[src/rtl/pipeline_hazard_controller.sv]
// Hazard and sequencing controller for the 5-stage integer pipeline.
// Keeps EX/MEM/WB shadow slots of in-flight control bits. It drives the stall,
// flush, bubble and freeze controls, the EX forwarding selects and the D-cache
// request handshake.
// Build option: define FORWARDING_EN to enable EX operand forwarding. When it is
// undefined, every EX/MEM dependency is resolved by stalling ID.
//
// D-cache FSM
//   state   | meaning
//   ST_IDLE | no access outstanding, or the access in MEM completes this cycle
//   ST_WAIT | access in MEM still waiting for dmem_ack, pipeline frozen
module pipeline_hazard_controller #(
  parameter int REG_ADDR_W   = 5,
  parameter int MEM_WAIT_MAX = 15
) (
  input  logic                  clk,
  input  logic                  rst,
  input  logic                  id_valid,
  input  logic [REG_ADDR_W-1:0] id_rs1,
  input  logic [REG_ADDR_W-1:0] id_rs2,
  input  logic                  id_use_rs1,
  input  logic                  id_use_rs2,
  input  logic [REG_ADDR_W-1:0] id_rd,
  input  logic                  id_reg_write,
  input  logic                  id_mem_read,
  input  logic                  id_mem_write,
  input  logic                  ex_redirect,
  input  logic                  dmem_ack,
  output logic                  stall_pc,
  output logic                  stall_ifid,
  output logic                  flush_ifid,
  output logic                  bubble_ex,
  output logic                  freeze,
  output logic [1:0]            fwd_a,
  output logic [1:0]            fwd_b,
  output logic                  dmem_req,
  output logic                  mem_timeout
);

  localparam int CNT_W = $clog2(MEM_WAIT_MAX + 1);

  typedef struct packed {
    logic                  valid;
    logic [REG_ADDR_W-1:0] rd;
    logic [REG_ADDR_W-1:0] rs1;
    logic [REG_ADDR_W-1:0] rs2;
    logic                  reg_write;
    logic                  mem_read;
    logic                  mem_acc;
  } slot_t;

  typedef enum logic {ST_IDLE, ST_WAIT} dstate_t;

  localparam slot_t BUBBLE = '0;

  slot_t      id_slot, ex_q, mem_q, wb_q;
  dstate_t    state_q, state_d;
  logic [CNT_W-1:0] cnt_q, cnt_d;
  logic       timeout_d;
  logic       data_stall, redirect, hz_stall;
  logic       unused_slot_bits;

  // x0 never matches; the slot must be a valid register writer
  function automatic logic hit(input slot_t s, input logic [REG_ADDR_W-1:0] src,
                               input logic use_src);
    return s.valid && s.reg_write && (s.rd != '0) && (s.rd == src) && use_src;
  endfunction

  // Source fields are zeroed when unused so a zero index can never forward later
  always_comb begin
    id_slot = BUBBLE;
    if (id_valid) begin
      id_slot.valid     = 1'b1;
      id_slot.rd        = id_rd;
      id_slot.rs1       = id_use_rs1 ? id_rs1 : '0;
      id_slot.rs2       = id_use_rs2 ? id_rs2 : '0;
      id_slot.reg_write = id_reg_write;
      id_slot.mem_read  = id_mem_read;
      id_slot.mem_acc   = id_mem_read | id_mem_write;
    end
  end

`ifdef FORWARDING_EN
  function automatic logic [1:0] fwd_sel(input slot_t m, input slot_t w,
                                         input logic [REG_ADDR_W-1:0] src);
    if (hit(m, src, 1'b1) && !m.mem_read) return 2'b01;
    if (hit(w, src, 1'b1)) return 2'b10;
    return 2'b00;
  endfunction

  // Only a load directly ahead of its consumer needs a stall
  always_comb begin
    data_stall = id_valid && ex_q.mem_read &&
                 (hit(ex_q, id_rs1, id_use_rs1) || hit(ex_q, id_rs2, id_use_rs2));
    fwd_a = fwd_sel(mem_q, wb_q, ex_q.rs1);
    fwd_b = fwd_sel(mem_q, wb_q, ex_q.rs2);
  end
`else
  // No bypass paths: hold ID until no producer remains in EX or MEM
  always_comb begin
    data_stall = id_valid &&
                 (hit(ex_q, id_rs1, id_use_rs1) || hit(ex_q, id_rs2, id_use_rs2) ||
                  hit(mem_q, id_rs1, id_use_rs1) || hit(mem_q, id_rs2, id_use_rs2));
    fwd_a = 2'b00;
    fwd_b = 2'b00;
  end
`endif

  // Some slot fields only matter in one build; fold them so they are not dangling
  assign unused_slot_bits = ^{ex_q, mem_q, wb_q};

  // Freeze has priority over redirect, and redirect has priority over data stalls
  always_comb begin
    redirect   = !rst && !freeze && ex_redirect;
    hz_stall   = !rst && !freeze && !redirect && data_stall;
    stall_pc   = freeze || hz_stall;
    stall_ifid = freeze || hz_stall;
    flush_ifid = redirect;
    bubble_ex  = redirect || hz_stall;
  end

  // Request is dropped once the wait has timed out
  assign dmem_req = mem_q.valid && mem_q.mem_acc && !(state_q == ST_WAIT && mem_timeout);

  // Shadow slot advance: a frozen cycle holds EX/MEM and retires a bubble into WB
  always_ff @(posedge clk or posedge rst) begin
    if (rst) begin
      ex_q  <= BUBBLE;
      mem_q <= BUBBLE;
      wb_q  <= BUBBLE;
    end else if (freeze) begin
      wb_q  <= BUBBLE;
    end else begin
      ex_q  <= bubble_ex ? BUBBLE : id_slot;
      mem_q <= ex_q;
      wb_q  <= mem_q;
    end
  end

  // D-cache wait FSM next state, wait counter and freeze
  always_comb begin
    state_d   = state_q;
    cnt_d     = cnt_q;
    timeout_d = mem_timeout;
    freeze    = 1'b0;
    case (state_q)
      ST_IDLE: begin
        if (dmem_req && !dmem_ack) begin
          freeze  = 1'b1;
          state_d = ST_WAIT;
          cnt_d   = CNT_W'(1);
        end
      end
      ST_WAIT: begin
        if (dmem_ack) begin
          state_d = ST_IDLE;
          cnt_d   = '0;
        end else begin
          freeze = 1'b1;
          if (cnt_q != CNT_W'(MEM_WAIT_MAX)) cnt_d = cnt_q + CNT_W'(1);
        end
      end
      default: state_d = ST_IDLE;
    endcase
    if (freeze && cnt_d == CNT_W'(MEM_WAIT_MAX)) timeout_d = 1'b1;
  end

  // D-cache FSM state, counter and sticky timeout flag
  always_ff @(posedge clk or posedge rst) begin
    if (rst) begin
      state_q     <= ST_IDLE;
      cnt_q       <= '0;
      mem_timeout <= 1'b0;
    end else begin
      state_q     <= state_d;
      cnt_q       <= cnt_d;
      mem_timeout <= timeout_d;
    end
  end

endmodule

[config.mk]
export PLATFORM = sky130hd
export DESIGN_NAME = pipeline_hazard_controller
export DESIGN_NICKNAME = d
export VERILOG_FILES = /design/src/rtl/pipeline_hazard_controller.sv
export SDC_FILE = /design/constraint.sdc
export NUM_CORES = 1
export LEC_CHECK = 0
export BUFFER_PORTS_ARGS = -buffer_cell sky130_fd_sc_hd__buf_4
export CAP_MARGIN = 10
export CORE_AREA = 5 5 67 69
export CTS_CLUSTER_DIAMETER = 60
export CTS_CLUSTER_SIZE = 25
export DETAILED_ROUTE_END_ITERATION = 6
export DIE_AREA = 0 0 72 74
export GPL_TIMING_DRIVEN = 0
export PLACE_DENSITY = 0.6
export SYNTH_ARGS = -nofsm -noshare
export SYNTH_HDL_FRONTEND = slang
export SYNTH_SLANG_ARGS = --single-unit
[constraint.sdc]
create_clock -name clk -period 2.5 [get_ports clk]
set_clock_uncertainty 0.05 [all_clocks]
set_input_delay 0.125 -clock clk [delete_from_list [all_inputs] [get_ports clk]]
set_output_delay 0.125 -clock clk [all_outputs]
set_load 0.1 [all_outputs]
==> run_results.csv <==
group,metric,value,unit
sta,rsz0062_at_grt,"no",
setup_path,crit_type,"register to primary output",
power_and_ir_drop,power,1.10,mW
logic_synthesis,yosysSeqAreaShare,42.6,%
logic_synthesis,syn_area,1290,µm²
drt,first_pass_iters,4,
global_route,grt.overflow.total,0,
power_and_ir_drop,p_switching,0.411,mW
power_and_ir_drop,p_sw_share,37.4,%
final_layout,multi_input_comb_area,707,µm²
power_and_ir_drop,p_leak,0.794,nW
logic_synthesis,synthArstFlopShare,100,%
power_and_ir_drop,power.density,642,nW/µm²
drt,ant_nets,0,
clock_tree,insertion_delay,0.26,ns
final_layout,seqCellArea,552,µm²
logic_synthesis,synth.area.top_cells,"dfrtp_1 43%, xnor2_1 14%, nand2_1 5.2%",
drt,wire_per_inst,13.3,µm
sta,fmax,413,MHz
floorplan,start_util,33.5,%
sta,worst_hold_slack,0.00366,ns
placement,placedCellCount,221,
power_and_ir_drop,p_int,0.687,mW
floorplan,dieArea,5330,µm²
final_layout,diodes,0,
global_route,grt_pass1_vias,1155,
global_route,grt_util_all_layers,11.9,%
sta,finalHoldViolations,0,
setup_path,cp.required,2.33,ns
final_layout,drive_above_1_share,33.5,%
logic_synthesis,syn_inst,137,
placement,gp_congestion,0.887,
drt,drtIter0Drc,37,
sta,drv_slew,0,
logic_synthesis,ys_ff_latch,22,
min_path,hold_path_class,"input pin to asynchronous set/reset pin",
floorplan,coreArea,3860,µm²
floorplan,rows,23,
logic_synthesis,synth-warning-count,0,
logic_synthesis,synth_edf_count,0,
global_route,grt_pass1_wl,5090,µm
clock_tree,htree_num_levels,1,
job,cap_violations,0,
setup_path,cp.arrival,2.24,ns
final_layout,fillerInstances,408,
drt,finalWirelength,3050,µm
sta,slew-limit-headroom,41.9,%
global_route,antenna_found_initial,0,
power_and_ir_drop,p_clk_share,19.7,%
placement,portBuffers,31,
clock_tree,clk_pin_slew,0.07,ns
clock_tree,cts-buffers-inserted,3,
clock_tree,cts.sinks,22,
global_route,grt_max_degree,24,
status,status,"completed",
setup_path,critPathLaunchType,"register",
final_layout,area_growth,32.2,%
floorplan,fp.dieH,74,µm
drt,drc_errors,0,
drt,vias_per_cell,5.04,
logic_synthesis,synth_ff_type,"dfrtp_1",
sta,setup_violations,0,
power_and_ir_drop,vdd_ir_drop_max,264,µV
logic_synthesis,avgSynthCellArea,9.43,µm²
floorplan,ios,36,
setup_path,r2r_setup_slack,0.62,ns
power_and_ir_drop,p_comb_share,37.7,%
sta,fin_crit_sh,96.7,%
logic_synthesis,synth_cell_types,34,
setup_path,end_kind,"primary output",
sta,fin_crit,2.42,ns
setup_path,crit_fanout,7,
floorplan,dieWidth,72,µm
clock_tree,cts_buffer_depth,2,
sta,worst_pin_slew,0.870,ns
final_layout,finish.utilization,44.3,%
clock_tree,tritoncts,"yes",
logic_synthesis,synth.largest_area_cell,"dfrtp_1",
placement,dp_hpwl,2360,µm
logic_synthesis,netlist.area_leader.share,42.6,%
final_layout,finalNonFillerCells,229,
power_and_ir_drop,seqPwrFrac,42.6,%
clock_tree,root_buffer,"clkbuf_8",
final_layout,nets,207,
drt,vias,1154,
-- cell usage after synthesis, types with 2 or more instances --
library cell and n:
nand2_1 18, o22ai_1 2, inv_1 3, a21oi_1 4
mux2_2 6, dfrtp_1 22, nand3_1 12, o211ai_1 2
nor2_1 6, xnor2_1 20, a31oi_1 2, nand4_1 4
o21ai_0 9, buf_4 5, buf_2 2, or2_1 2
-- per-layer routing --
metal  GRT usage [%]  share of wire (%)
met5               0                  0
met4            4.59                1.5
met3            2.03                5.1
met2            20.9                 50
met1            14.6                 43
-- area by class of cell --
cell class / count / share of cell area, %
buffer: 8 / 3.07
clock buffer: 3 / 2.42
tap: 50 / 3.66
multi-input combinational: 107 / 41.4
sequential: 22 / 32.3
inverter: 3 / 0.659
timing repair buffer: 36 / 16.5
-- power groups by stage --
| stage | clock network [mW] | logic [mW] | registers (mW) |
|---|---|---|---|
| 6_report | 0.216 | 0.414 | 0.468 |
| 5_1_grt | 0.233 | 0.447 | 0.479 |
| 4_1_cts | 0.221 | 0.405 | 0.467 |
| 3_5_place_dp | 0 | 0.386 | 0.479 |
| 3_3_place_gp | 0 | 0.378 | 0.477 |
| 2_1_floorplan | 0 | 0.300 | 0.462 |
-- what timing repair did --
item | CTS | global route
endpoints found under the setup margin | 1 | 2
setup buffers | 3 | 2
gates resized for setup | 2 | 5
pin swaps | 1 | 1
hold buffers | 0 | 0
-- state kept, by name, summed over array words and instances, names as in the netlist --
name,cells
state_q,1
mem_timeout,1
ex_q,8
cnt_q,4
mem_q,8
-- path summary, 6_finish.rpt --
kind                           start   endpoint  depth (start not counted)
max                        mem_q[13]   stall_pc                          6
min                              rst  mem_q[15]                          2
max reg2reg                mem_q[13]   ex_q[17]                          5
min reg2reg                  ex_q[0]   mem_q[0]                          2
max in group asynchronous        rst   ex_q[17]                          2
min in group clk            id_rd[0]   ex_q[13]                          3
-- layout by cell type, fill, tap and decap left out, types with 3 or more instances in the layout --
master     n
xnor2_1   20
nor2_1     4
conb_1     4
a21oi_1    4
mux2_2     6
nand3_1   12
nand4_1    4
clkbuf_8   3
nand2_1   18
o21ai_0    9
dfrtp_1   21
buf_4     40
inv_1      3
-- per-stage QoR --
step	setup WS (ns)	setup TNS [ns]	instance area, µm²
finish	0.0814	0	1710
global route	0.0203	0	1710
CTS	0.00222	0	1680
detailed placement	0.191	0	1610
global placement	0.207	0	1610
floorplan	-0.221	-0.245	1310
-- worst max-delay path, stage by stage, from the launching register on --
cell,delay [ns]
dfrtp_1,0.39
or4_4,0.53
o2111a_1,0.24
a32o_2,0.29
or2_4,0.24
buf_4,0.14
buf_12,0.16
-- logic make-up (layout without fill, tap and decap cells) --
family          count (synthesis)  count (layout)  share of synthesized area, %
xor+xnor                       20              20                          13.6
simple gates                   48              48                          17.6
mux                             6               6                          5.23
flops                          22              22                          42.6
buf+inv                        11              50                          4.84
compound gates                 28              28                          14.9
fa+ha+maj                       1               1                         0.968
other cells                     1               4                         0.290
(Power assumes the default switching activity.)
